## config.mk

```make
export PLATFORM = sky130hd
export DESIGN_NAME = sigmoid_inverse
export DESIGN_NICKNAME = d
export VERILOG_FILES = /design/src/rtl/sigmoid_inverse.sv
export SDC_FILE = /design/constraint.sdc
export NUM_CORES = 1
export LEC_CHECK = 0
export BUFFER_PORTS_ARGS = -buffer_cell sky130_fd_sc_hd__buf_2
export CAP_MARGIN = 20
export CORE_MARGIN = 3
export CORE_UTILIZATION = 40
export DETAILED_ROUTE_END_ITERATION = 10
export GPL_ROUTABILITY_DRIVEN = 1
export SYNTH_ARGS = -nofsm -noshare
export SYNTH_HDL_FRONTEND = slang
export SYNTH_SLANG_ARGS = --single-unit
```

## constraint.sdc

```tcl
create_clock -name clk -period 5.15 [get_ports clk]
set_input_delay 0.515 -clock clk [delete_from_list [all_inputs] [get_ports clk]]
set_output_delay 0.515 -clock clk [all_outputs]
set_load 0.1 [all_outputs]
```

## src/rtl/sigmoid_inverse.sv

```systemverilog
// sigmoid_inverse: two-stage pipelined inverse of the five-segment PWL sigmoid.
// Maps a signed Q(INT.FRAC) activation y back to the pre-activation x using
// power-of-two slopes, so the datapath is subtract-then-shift only.
// Optional build macro SIGMOID_INV_STATS_EN adds the sat_count output, which
// counts delivered saturated results.
module sigmoid_inverse #(
   parameter int INT_WIDTH  = 8,
   parameter int FRAC_WIDTH = 8,
   parameter int WIDTH      = INT_WIDTH + FRAC_WIDTH
) (
   input  logic             clk,
   input  logic             reset,
   input  logic             in_valid,
   output logic             in_ready,
   input  logic [WIDTH-1:0] in_y,
   output logic             out_valid,
   input  logic             out_ready,
   output logic [WIDTH-1:0] out_x,
   output logic             out_sat,
   output logic [2:0]       out_seg
`ifdef SIGMOID_INV_STATS_EN
   ,
   output logic [15:0]      sat_count
`endif
);

   typedef enum logic [2:0] {
      SEG_LO = 3'd0,
      SEG_1  = 3'd1,
      SEG_2  = 3'd2,
      SEG_3  = 3'd3,
      SEG_4  = 3'd4,
      SEG_5  = 3'd5,
      SEG_HI = 3'd6
   } seg_t;

   // Breakpoints on y (real value * 2^FRAC_WIDTH, truncated)
   localparam logic signed [WIDTH-1:0] ZERO = '0;
   localparam logic signed [WIDTH-1:0] B1   = WIDTH'((5  << FRAC_WIDTH) >> 6);  // 0.078125
   localparam logic signed [WIDTH-1:0] B2   = WIDTH'((1  << FRAC_WIDTH) >> 2);  // 0.25
   localparam logic signed [WIDTH-1:0] B3   = WIDTH'((3  << FRAC_WIDTH) >> 2);  // 0.75
   localparam logic signed [WIDTH-1:0] B4   = WIDTH'((59 << FRAC_WIDTH) >> 6);  // 0.921875
   localparam logic signed [WIDTH-1:0] B5   = WIDTH'(1 << FRAC_WIDTH);          // 1.0

   // Per-segment y offsets
   localparam logic signed [WIDTH-1:0] C1   = WIDTH'((5  << FRAC_WIDTH) >> 5);  // 0.15625
   localparam logic signed [WIDTH-1:0] C2   = WIDTH'((3  << FRAC_WIDTH) >> 3);  // 0.375
   localparam logic signed [WIDTH-1:0] C3   = WIDTH'((1  << FRAC_WIDTH) >> 1);  // 0.5
   localparam logic signed [WIDTH-1:0] C4   = WIDTH'((5  << FRAC_WIDTH) >> 3);  // 0.625
   localparam logic signed [WIDTH-1:0] C5   = WIDTH'((27 << FRAC_WIDTH) >> 5);  // 0.84375

   // Output clamp limits +/-5.0, at word width and at shifter width
   localparam logic signed [WIDTH-1:0] X_POS = WIDTH'(5 << FRAC_WIDTH);
   localparam logic signed [WIDTH-1:0] X_NEG = -X_POS;
   localparam logic signed [WIDTH+5:0] W_POS = (WIDTH+6)'(X_POS);
   localparam logic signed [WIDTH+5:0] W_NEG = (WIDTH+6)'(X_NEG);

   logic                    adv1;
   logic                    adv2;
   logic                    s1_valid;
   logic                    s2_valid;
   logic signed [WIDTH-1:0] s1_y;
   seg_t                    s1_seg;
   logic signed [WIDTH-1:0] y_in;
   seg_t                    seg_in;

   logic signed [WIDTH-1:0] off;
   logic [2:0]              sh;
   logic signed [WIDTH:0]   diff;
   logic signed [WIDTH+5:0] wide;
   logic signed [WIDTH-1:0] x_next;
   logic                    sat_next;

   assign y_in      = in_y;
   assign adv2      = !s2_valid || out_ready;
   assign adv1      = !s1_valid || adv2;
   assign in_ready  = adv1;
   assign out_valid = s2_valid;

   // Segment select on the incoming sample, first match wins
   always_comb begin
      if (y_in <= ZERO)     seg_in = SEG_LO;
      else if (y_in < B1)   seg_in = SEG_1;
      else if (y_in < B2)   seg_in = SEG_2;
      else if (y_in <= B3)  seg_in = SEG_3;
      else if (y_in < B4)   seg_in = SEG_4;
      else if (y_in < B5)   seg_in = SEG_5;
      else                  seg_in = SEG_HI;
   end

   // Stage 1: capture y and its segment whenever the stage may advance
   always_ff @(posedge clk or negedge reset) begin
      if (!reset) begin
         s1_valid <= 1'b0;
         s1_y     <= '0;
         s1_seg   <= SEG_LO;
      end else if (adv1) begin
         s1_valid <= in_valid;
         if (in_valid) begin
            s1_y   <= y_in;
            s1_seg <= seg_in;
         end
      end
   end

   // Subtract the segment offset, scale by the inverse slope, then clamp to +/-5.0
   always_comb begin
      off = C3;
      sh  = 3'd2;
      case (s1_seg)
         SEG_1:   begin off = C1; sh = 3'd5; end
         SEG_2:   begin off = C2; sh = 3'd3; end
         SEG_4:   begin off = C4; sh = 3'd3; end
         SEG_5:   begin off = C5; sh = 3'd5; end
         default: ;
      endcase
      diff     = (WIDTH+1)'(s1_y) - (WIDTH+1)'(off);
      wide     = (WIDTH+6)'(diff) <<< sh;
      sat_next = 1'b0;
      if (s1_seg == SEG_LO) begin
         x_next   = X_NEG;
         sat_next = 1'b1;
      end else if (s1_seg == SEG_HI) begin
         x_next   = X_POS;
         sat_next = 1'b1;
      end else if (wide > W_POS) begin
         x_next   = X_POS;
         sat_next = 1'b1;
      end else if (wide < W_NEG) begin
         x_next   = X_NEG;
         sat_next = 1'b1;
      end else begin
         x_next   = WIDTH'(wide);
      end
   end

   // Stage 2: output register, held while the consumer stalls
   always_ff @(posedge clk or negedge reset) begin
      if (!reset) begin
         s2_valid <= 1'b0;
         out_x    <= '0;
         out_sat  <= 1'b0;
         out_seg  <= '0;
      end else if (adv2) begin
         s2_valid <= s1_valid;
         if (s1_valid) begin
            out_x   <= x_next;
            out_sat <= sat_next;
            out_seg <= s1_seg;
         end
      end
   end

`ifdef SIGMOID_INV_STATS_EN
   // Count delivered saturated results, sticking at all-ones
   always_ff @(posedge clk or negedge reset) begin
      if (!reset) begin
         sat_count <= '0;
      end else if (s2_valid && out_ready && out_sat && (sat_count != '1)) begin
         sat_count <= sat_count + 16'd1;
      end
   end
`endif

endmodule

```

==> results of run 1 <==
## cells in the final DEF, fill, tap and decap left out, types with 4 or more instances in the layout
cell      count
a211oi_1      5
a21oi_1      21
and2_1        6
buf_2        41
clkbuf_8      5
dfrtp_1      41
ha_1          5
inv_1        12
mux2_2       17
nand2_1      39
nand2b_1      8
nor2_1       24
nor3_1        7
nor4_1        4
o21a_1        7
o21ai_0      18
o22ai_1       4
o31ai_1       6
or2_1         4
xnor2_1       4
## worst reg2reg max path, stage by stage, from the launching register on
cell and delay, ns:
dfrtp_1 0.38, inv_1 0.30, nand2_1 0.12, buf_4 0.21, a21oi_1 0.19, a21oi_1 0.07, ha_1 0.35, nor2_1 0.25
a211oi_4 0.14, nor4_1 0.91, o32ai_1 0.16, a211oi_1 0.49, a21oi_1 0.10, nor4_2 0.34, a22oi_2 0.16, o32a_1 0.32
## worst paths after layout
path | startpoint | to | slack, ns | depth (start not counted)
worst max-delay path | s1_seg[1] | out_x[8] | 0.54 | 15
worst min-delay path | reset | s1_y[14] | 0.33 | 1
worst max register to register | s1_seg[1] | out_x[8] | 0.54 | 15
worst min register to register | out_seg[2] | out_seg[2] | 0.48 | 2
max in group asynchronous | reset | out_x[8] | 4.24 | 1
min in group clk | in_valid | s1_valid | 0.41 | 2
## logic make-up after synthesis
| kind of cell | count (synthesis) | share of synthesized area, % |
|---|---|---|
| AOI/OAI and AO/OA | 105 | 27.3 |
| muxes | 19 | 7.26 |
| xor gates and xnor gates | 7 | 2.36 |
| DFF | 41 | 35.2 |
| adders and majority gates | 6 | 2.83 |
| buffers and inverters | 28 | 3.78 |
| and+or+nand+nor | 115 | 21.3 |
## flip-flops by register name, indices dropped and copies added, names as in the netlist
register	count
out_sat	1
out_seg	3
out_valid	1
out_x	16
s1_seg	3
s1_valid	1
s1_y	16
## metal layers
layer | wire length, um | vias up | GRT usage [%]
met4 | 180 | 0 | 6.28
met1 | 3610 | 1287 | 25.7
met3 | 436 | 23 | 3.98
met5 | 0 | - | 0
met2 | 3550 | 96 | 29.9
li1 | - | 1269 | -
## power by group
group,switching [mW],internal (mW)
clock network,0.124,0.145
registers,0.0504,0.372
logic,0.557,0.215
total,0.731,0.733
## area by class of cell
| class | instances | area [sq um] |
|---|---|---|
| clock inverter | 3 | 43.8 |
| clock buffer | 5 | 68.8 |
| timing repair buffer | 44 | 228 |
| inverter | 12 | 45.0 |
| fill | 680 | 3630 |
| tap | 96 | 120 |
| multi-input combinational | 252 | 1780 |
| sequential | 41 | 1030 |
==> results.md, run 1 <==
* Num Clock Sinks at 41
* Min-delay worst type: in -> async
* Tcrit/Tclk final at 89.4%
* Fin cells at 453
* PortBufs at 41
* CP dominant cell by count: a21oi_1
* Final WS setup at 0.545 ns
* Crit path cell chain: inv_1, nand2_1, buf_4, a21oi_1, a21oi_1, ha_1, nor2_1, a211oi_4, nor4_1, o32ai_1, a211oi_1, a21oi_1, nor4_2, a22oi_2, o32a_1
* Max Root-Sink Buffers at 2
* Final nets at 382
* Total negative slack at 0 ns
* Vias per inst at 5.91
* CP max FO at 12
* Warnings from Yosys at 0
* Mapped cell area at 2910 sq um
* First-pass GRT wire length at 12.8 mm
* Worst path slowest cell: nor4_1
* Drt drc at 0
* Post-CTS Setup Bufs at 0
* DP Worst Slack at 0.730 ns
* Worst-path clk slew at 0.09 ns
* Worst setup EP type: flip-flop
* Clk root buf: clkbuf_8
* Hold WS at 0.335 ns
* Num CTS Buffers at 5
* Cell variety after synth at 71
* Drt pass-1 iters at 5
* Horiz. Die Dim at 91.4 um
* Status: complete, no violations
* Crit path DAT at 4.79 ns
* Hold Buf Count CTS at 0
* Max Cap Viol at 0
* Slew Viols, Final at 0
* Pin count of the biggest net entering global routing at 42
* Top cell type by total area after synthesis: dfrtp_1
* Area growth from synthesis to layout at 13.6%
* Yosys top cell area share at 35.2%
* Row cnt at 30
* Post-synthesis register bit count at 41
* Inst Count DP at 445
* Layout Skew at 0.0140 ns
* Setup violations, final at 0
* Ys async rst share at 100%
* Initial antenna violation count at 0
* Most instantiated library cell after synthesis: dfrtp_1
* Fmax at 0.217 GHz
* Max_slew headroom at 27.0%
* Critical path class: reg -> reg
* Post-layout util at 47.7%
* DP Area at 3200 sq um
* CTS tree: yes
* Post-Syn Instances at 321
* Diodes inserted at 0
* Peak supply drop at 164 uV
* Leakage Power at 1.36 nW
* Pwr Total at 1.46 mW
* Number of flops mapped to enable cells by yosys at 0
* Ys flop type: dfrtp_1
* GR Util All Layers at 18.9%
* RSZ-0062 raised after global routing: no
* Die H at 91.4 um
* Vias at 2675
* Top post-synthesis cells by count: dfrtp_1 (41), nand2_1 (39), nor2_1 (24)
* Final min period at 4.61 ns
* Routed Antenna Nets at 0
* Pwr per Cell Area at 442 nW/um^2
* CP Launch Type: flip-flop
* Synthesized Nets at 347
* Post-synthesis sequential area ratio at 35.2%
* Clock Latency Late Sink at 0.31 ns
* DP HPWL at 5.89 mm
* Number of global-route vias before repair at 2514
* Placeable Area at 6940 sq um
* Starting Density at 42.0%
* Worst-Margin Slew at 1.08 ns
* Routability cong. at 0.981
* IO Count at 42
* Crit path largest cell delay at 0.91 ns
* Largest delay contributor family on the critical path: simple AND/OR/NAND/NOR gates
* Hold Vio Cnt, Final at 0
* CTS resizes at 0
* Clock H-tree levels at 2
* Leading post-synthesis cells by cell area: dfrtp_1 (35%), mux2_2 (6.6%), nand2_1 (5.0%)
* Worst Path Buf+Inv at 2
* Design area at 3310 sq um
* 1st-iter DRT viols at 289
* Die ar. at 8340 sq um
* Total grt overflow at 0
* Fraction of layout cells with a size suffix above 1 at 26.1%
* Total wire length at 7.77 mm
* Avg Cell Area, Syn at 9.08 sq um
* Critical path data required time at 5.34 ns
* Average wire per standard cell at 17.2 um
Note: power is estimated with default switching activity, not from simulation.
==> run 2: changes to the inputs <==
Settings changed: MAX_ROUTING_LAYER from default to met4.
==> results.md, run 2 (synthesis gave the netlist of run 1 again) <==
* Worst-path clk slew at 0.09 ns (about the same)
* Final-layout fill cell count at 688 (was 680)
* Max Cap Viol at 0 (unchanged)
* GR Util All Layers at 19.6% (was 18.9%)
* Layout Skew at 0.00827 ns (was 0.0140 ns)
* Hold Vio Cnt, Final at 0 (unchanged)
* Worst path slowest cell: nor4_1 (unchanged)
* Pwr Total at 1.48 mW (was 1.46 mW)
* Crit path largest cell delay at 0.77 ns (was 0.91 ns)
* CTS tree: yes (unchanged)
* DP HPWL at 5.83 mm (was 5.89 mm)
* Initial antenna violation count at 0 (unchanged)
* Crit path cell chain: nand2_1, buf_4, a21oi_1, a21oi_1, ha_1, nor2_1, a211oi_4, nor4_1, o32ai_1, a211oi_1, a21oi_1, nor4_2, a22oi_2, o32a_1 (was inv_1, nand2_1, buf_4, a21oi_1, a21oi_1, ha_1, nor2_1, a211oi_4, nor4_1, o32ai_1, a211oi_1, a21oi_1, nor4_2, a22oi_2, o32a_1)
* CP max FO at 17 (was 12)
* Horiz. Die Dim at 91.4 um (unchanged)
* Commonest cells after routing, fill and taps aside: buf_2 (41), dfrtp_1 (41), nand2_1 (39), nor2_1 (24), a21oi_1 (21) (unchanged)
* Max Root-Sink Buffers at 2 (unchanged)
* Peak supply drop at 149 uV (was 164 uV)
* Vias at 2743 (was 2675)
* Average wire per standard cell at 17.4 um (was 17.2 um)
* Vias per inst at 6.04 (was 5.91)
* Pwr per Cell Area at 445 nW/um^2 (was 442 nW/um^2)
* Crit. Startpoint: s1_seg[0] (was s1_seg[1])
* Fraction of layout cells with a size suffix above 1 at 26.3% (was 26.1%)
* Total grt overflow at 0 (unchanged)
* Die ar. at 8340 sq um (unchanged)
* 1st-iter DRT viols at 367 (was 289)
* Die H at 91.4 um (unchanged)
* Fmax at 0.227 GHz (was 0.217 GHz)
* RSZ-0062 raised after global routing: no (unchanged)
* CTS resizes at 0 (unchanged)
* Diodes inserted at 0 (unchanged)
* Crit path DAT at 4.59 ns (was 4.79 ns)
* First-pass GRT wire length at 12.8 mm (about the same)
* Number of global-route vias before repair at 2476 (was 2514)
* CP dominant cell by count: a21oi_1 (unchanged)
* Final nets at 383 (was 382)
* CP Launch Type: flip-flop (unchanged)
* IO Count at 42 (unchanged)
* Final min period at 4.40 ns (was 4.61 ns)
* Num CTS Buffers at 5 (unchanged)
* R2R Path Start: s1_seg[0] (was s1_seg[1])
* Area growth from synthesis to layout at 13.8% (was 13.6%)
* Tcrit/Tclk final at 85.5% (was 89.4%)
* Leakage Power at 1.36 nW (about the same)
* Row cnt at 30 (unchanged)
* Clk root buf: clkbuf_8 (unchanged)
* Biggest regs: out_x x16, s1_y x16 (unchanged)
* Pin count of the biggest net entering global routing at 42 (unchanged)
* Max_slew headroom at 36.9% (was 27.0%)
* Hold Buf Count CTS at 0 (unchanged)
* Status: complete, no violations (unchanged)
* Routed Antenna Nets at 0 (unchanged)
* Worst-Margin Slew at 0.946 ns (was 1.08 ns)
* Placeable Area at 6940 sq um (unchanged)
* Num Clock Sinks at 41 (unchanged)
* Critical path data required time at 5.34 ns (about the same)
* Setup violations, final at 0 (unchanged)
* Critical path class: reg -> reg (unchanged)
* Routability cong. at 0.916 (was 0.981)
* Slew Viols, Final at 0 (unchanged)
* Clock H-tree levels at 2 (unchanged)
* Min-delay worst type: in -> async (unchanged)
* PortBufs at 41 (unchanged)
* Worst setup EP type: flip-flop (unchanged)
* Drt drc at 0 (unchanged)
* Total negative slack at 0 ns (unchanged)
* Starting Density at 42.0% (unchanged)
* Drt pass-1 iters at 5 (unchanged)
* Post-CTS Setup Bufs at 0 (unchanged)
* Clock Latency Late Sink at 0.31 ns (about the same)
* Total wire length at 7.89 mm (was 7.77 mm)
## run 2: changes by cell type in the layout (fill, tap and decap cells not counted)
cell,previous run,this run
buf_4,3,4
## run 2: metal layers
layer	vias up	track usage [%]	routed length, um
met5	-	-	0
met4	0	6.16	127
met3	17	3.65	607
met2	131	29.9	3500
met1	1326	26.5	3650
li1	1269	-	-
## run 2: worst paths after layout
kind,end,slack (ns),depth (start not counted)
min in group clk,s1_valid,0.42,2
min reg2reg,out_x[2],0.48,2
max reg2reg,out_x[8],0.75,14
min,out_seg[1],0.35,1
max in group asynchronous,out_valid,4.21,1
max,out_x[8],0.75,14
## run 2: through the flow
stage,setup slack [ns],util [%],instance area (sq um),hold slack (ns),instances
after global placement,0.878,46.1,3200,0.459,446
after detailed placement,0.838,46.1,3200,0.466,446
after floorplan,1.21,-,2910,0.219,321
after CTS,0.797,47.8,3320,0.387,454
final,0.746,47.8,3320,0.350,454
after global routing,0.364,47.8,3320,0.418,454
## run 2: layout make-up
class,instances,area (sq um),share of cell area (%)
tap,96,120,3.62
multi-input combinational,252,1780,53.6
clock inverter,3,43.8,1.32
clock buffer,5,68.8,2.07
sequential,41,1030,30.9
timing repair buffer,45,235,7.09
inverter,12,45.0,1.36
## run 2: report_power, final
group / switching, mW / total [mW] / internal [mW]
Sequential: 0.0488 / 0.421 / 0.372
Combinational: 0.568 / 0.785 / 0.217
Clock: 0.126 / 0.271 / 0.145
## run 2: critical path: cells and delay by family, from the launching register on
kind,cells,cell delay [ns]
AO/OA/AOI/OAI,8,1.58
AND/OR/NAND/NOR,4,1.48
flip-flops,1,0.69
adder cells (fa/ha/maj),1,0.33
buffers and inverters,1,0.21
==> run 3: changes to the inputs <==
Settings changed: PLACE_DENSITY from default to 0.63.
==> results.md, run 3 (synthesis gave the netlist of run 1 again) <==
* Peak supply drop at 162 uV (was 149 uV)
* Leakage Power at 1.36 nW (about the same)
* Post-CTS Setup Bufs at 0 (unchanged)
* Die ar. at 8340 sq um (unchanged)
* 1st-iter DRT viols at 360 (was 367)
* First-pass GRT wire length at 12.9 mm (was 12.8 mm)
* Crit. Startpoint: s1_seg[0] (unchanged)
* Setup violations, final at 0 (unchanged)
* Hold Vio Cnt, Final at 0 (unchanged)
* Slew Viols, Final at 0 (unchanged)
* Routed Antenna Nets at 0 (unchanged)
* Tcrit/Tclk final at 87.0% (was 85.5%)
* Final min period at 4.48 ns (was 4.40 ns)
* Total wire length at 7.72 mm (was 7.89 mm)
* Hold WS at 0.335 ns (was 0.350 ns)
* DP Area at 3200 sq um (about the same)
* Critical path data required time at 5.34 ns (about the same)
* Pin count of the biggest net entering global routing at 42 (unchanged)
* Post-layout util at 47.7% (was 47.8%)
* Pwr per Cell Area at 446 nW/um^2 (was 445 nW/um^2)
* CP Launch Type: flip-flop (unchanged)
* Vias at 2681 (was 2743)
* GR Util All Layers at 19.6% (about the same)
* Fin cells at 453 (was 454)
* Critical path class: reg -> reg (unchanged)
* Initial antenna violation count at 0 (unchanged)
* Clk root buf: clkbuf_8 (unchanged)
* Min-delay worst type: in -> async (unchanged)
* RSZ-0062 raised after global routing: no (unchanged)
* Inst Count DP at 445 (was 446)
* Placeable Area at 6940 sq um (unchanged)
* PortBufs at 41 (unchanged)
* Total grt overflow at 0 (unchanged)
* R2R Path Start: s1_seg[0] (unchanged)
* Drt drc at 0 (unchanged)
* Max_slew headroom at 30.7% (was 36.9%)
* Horiz. Die Dim at 91.4 um (unchanged)
* Starting Density at 42.0% (unchanged)
* Average wire per standard cell at 17.0 um (was 17.4 um)
* Num Clock Sinks at 41 (unchanged)
* FF-to-FF End: out_x[8] (unchanged)
* Hold Buf Count CTS at 0 (unchanged)
* DP Worst Slack at 0.777 ns (was 0.838 ns)
* Area growth from synthesis to layout at 13.6% (was 13.8%)
* IO Count at 42 (unchanged)
* Reg2Reg Setup Slack at 0.67 ns (was 0.75 ns)
* Crit path DAT at 4.67 ns (was 4.59 ns)
* Worst-path clk slew at 0.10 ns (was 0.09 ns)
* Fmax at 0.223 GHz (was 0.227 GHz)
* Final WS setup at 0.672 ns (was 0.746 ns)
* Max Root-Sink Buffers at 2 (unchanged)
* Design area at 3310 sq um (was 3320 sq um)
* Number of cells on the worst reg-to-reg path at 14 (unchanged)
* Diodes inserted at 0 (unchanged)
* Vias per inst at 5.92 (was 6.04)
* Biggest regs: out_x x16, s1_y x16 (unchanged)
* Status: complete, no violations (unchanged)
* Pwr Total at 1.48 mW (about the same)
* DP HPWL at 5.69 mm (was 5.83 mm)
* Final nets at 382 (was 383)
* Worst-Margin Slew at 1.03 ns (was 0.946 ns)
* Fraction of layout cells with a size suffix above 1 at 26.1% (was 26.3%)
* Commonest cells after routing, fill and taps aside: buf_2 (41), dfrtp_1 (41), nand2_1 (39), nor2_1 (24), a21oi_1 (21) (unchanged)
* Row cnt at 30 (unchanged)
* Worst setup EP type: flip-flop (unchanged)
* Clock Latency Late Sink at 0.30 ns (was 0.31 ns)
* Drt pass-1 iters at 5 (unchanged)
* CTS resizes at 0 (unchanged)
* CP max FO at 17 (unchanged)
* Max Cap Viol at 0 (unchanged)
* Clock H-tree levels at 2 (unchanged)
* Total negative slack at 0 ns (unchanged)
* Num CTS Buffers at 5 (unchanged)
* Layout Skew at 0.00850 ns (was 0.00827 ns)
* Routability cong. at 0.987 (was 0.916)
* CTS tree: yes (unchanged)
* Number of global-route vias before repair at 2500 (was 2476)
* Die H at 91.4 um (unchanged)
==> run 3: layer usage <==
metal  vias up  share of wire (%)  track usage (%)
li1       1267                  -                -
met1      1266                 45             26.9
met5         -                  0                -
met4         0                1.6             6.03
met2       134                 45             28.8
met3        14                8.7             4.47
==> run 3: power breakdown <==
group          switching [mW]  internal (mW)  total [mW]
Clock                   0.132          0.146       0.277
Sequential             0.0469          0.372       0.419
Combinational           0.565          0.215       0.781
Total                   0.744          0.733        1.48
==> run 3: critical path, cell delays in order, from the launching register on <==
cell and delay [ns]:
dfrtp_1 0.70, nand2_1 0.14, buf_4 0.21, a21oi_1 0.19, a21oi_1 0.07, ha_1 0.33, nor2_1 0.24, a211oi_4 0.13
nor4_1 0.87, o32ai_1 0.16, a211oi_1 0.44, a21oi_1 0.11, nor4_2 0.31, a22oi_2 0.16, o32a_1 0.32
==> run 3: worst max-delay path by stage <==
stage / end / slack (ns) / depth (start not counted)
after global placement: out_x[8] / 0.69 / 14
after global routing: out_x[8] / 0.28 / 14
after CTS: out_x[8] / 0.74 / 14
final: out_x[8] / 0.67 / 14
after floorplan: out_x[10] / 1.21 / 16
after detailed placement: out_x[8] / 0.78 / 14
==> run 3: cell type report <==
cell class              count  area (sq um)
flip-flops and latches     41          1030
well taps                  96           120
repair buffers             44           228
multi-input cells         252          1780
inverters                  12          45.0
clock inverters             3          43.8
clock buffers               5          68.8
fillers                   679          3630
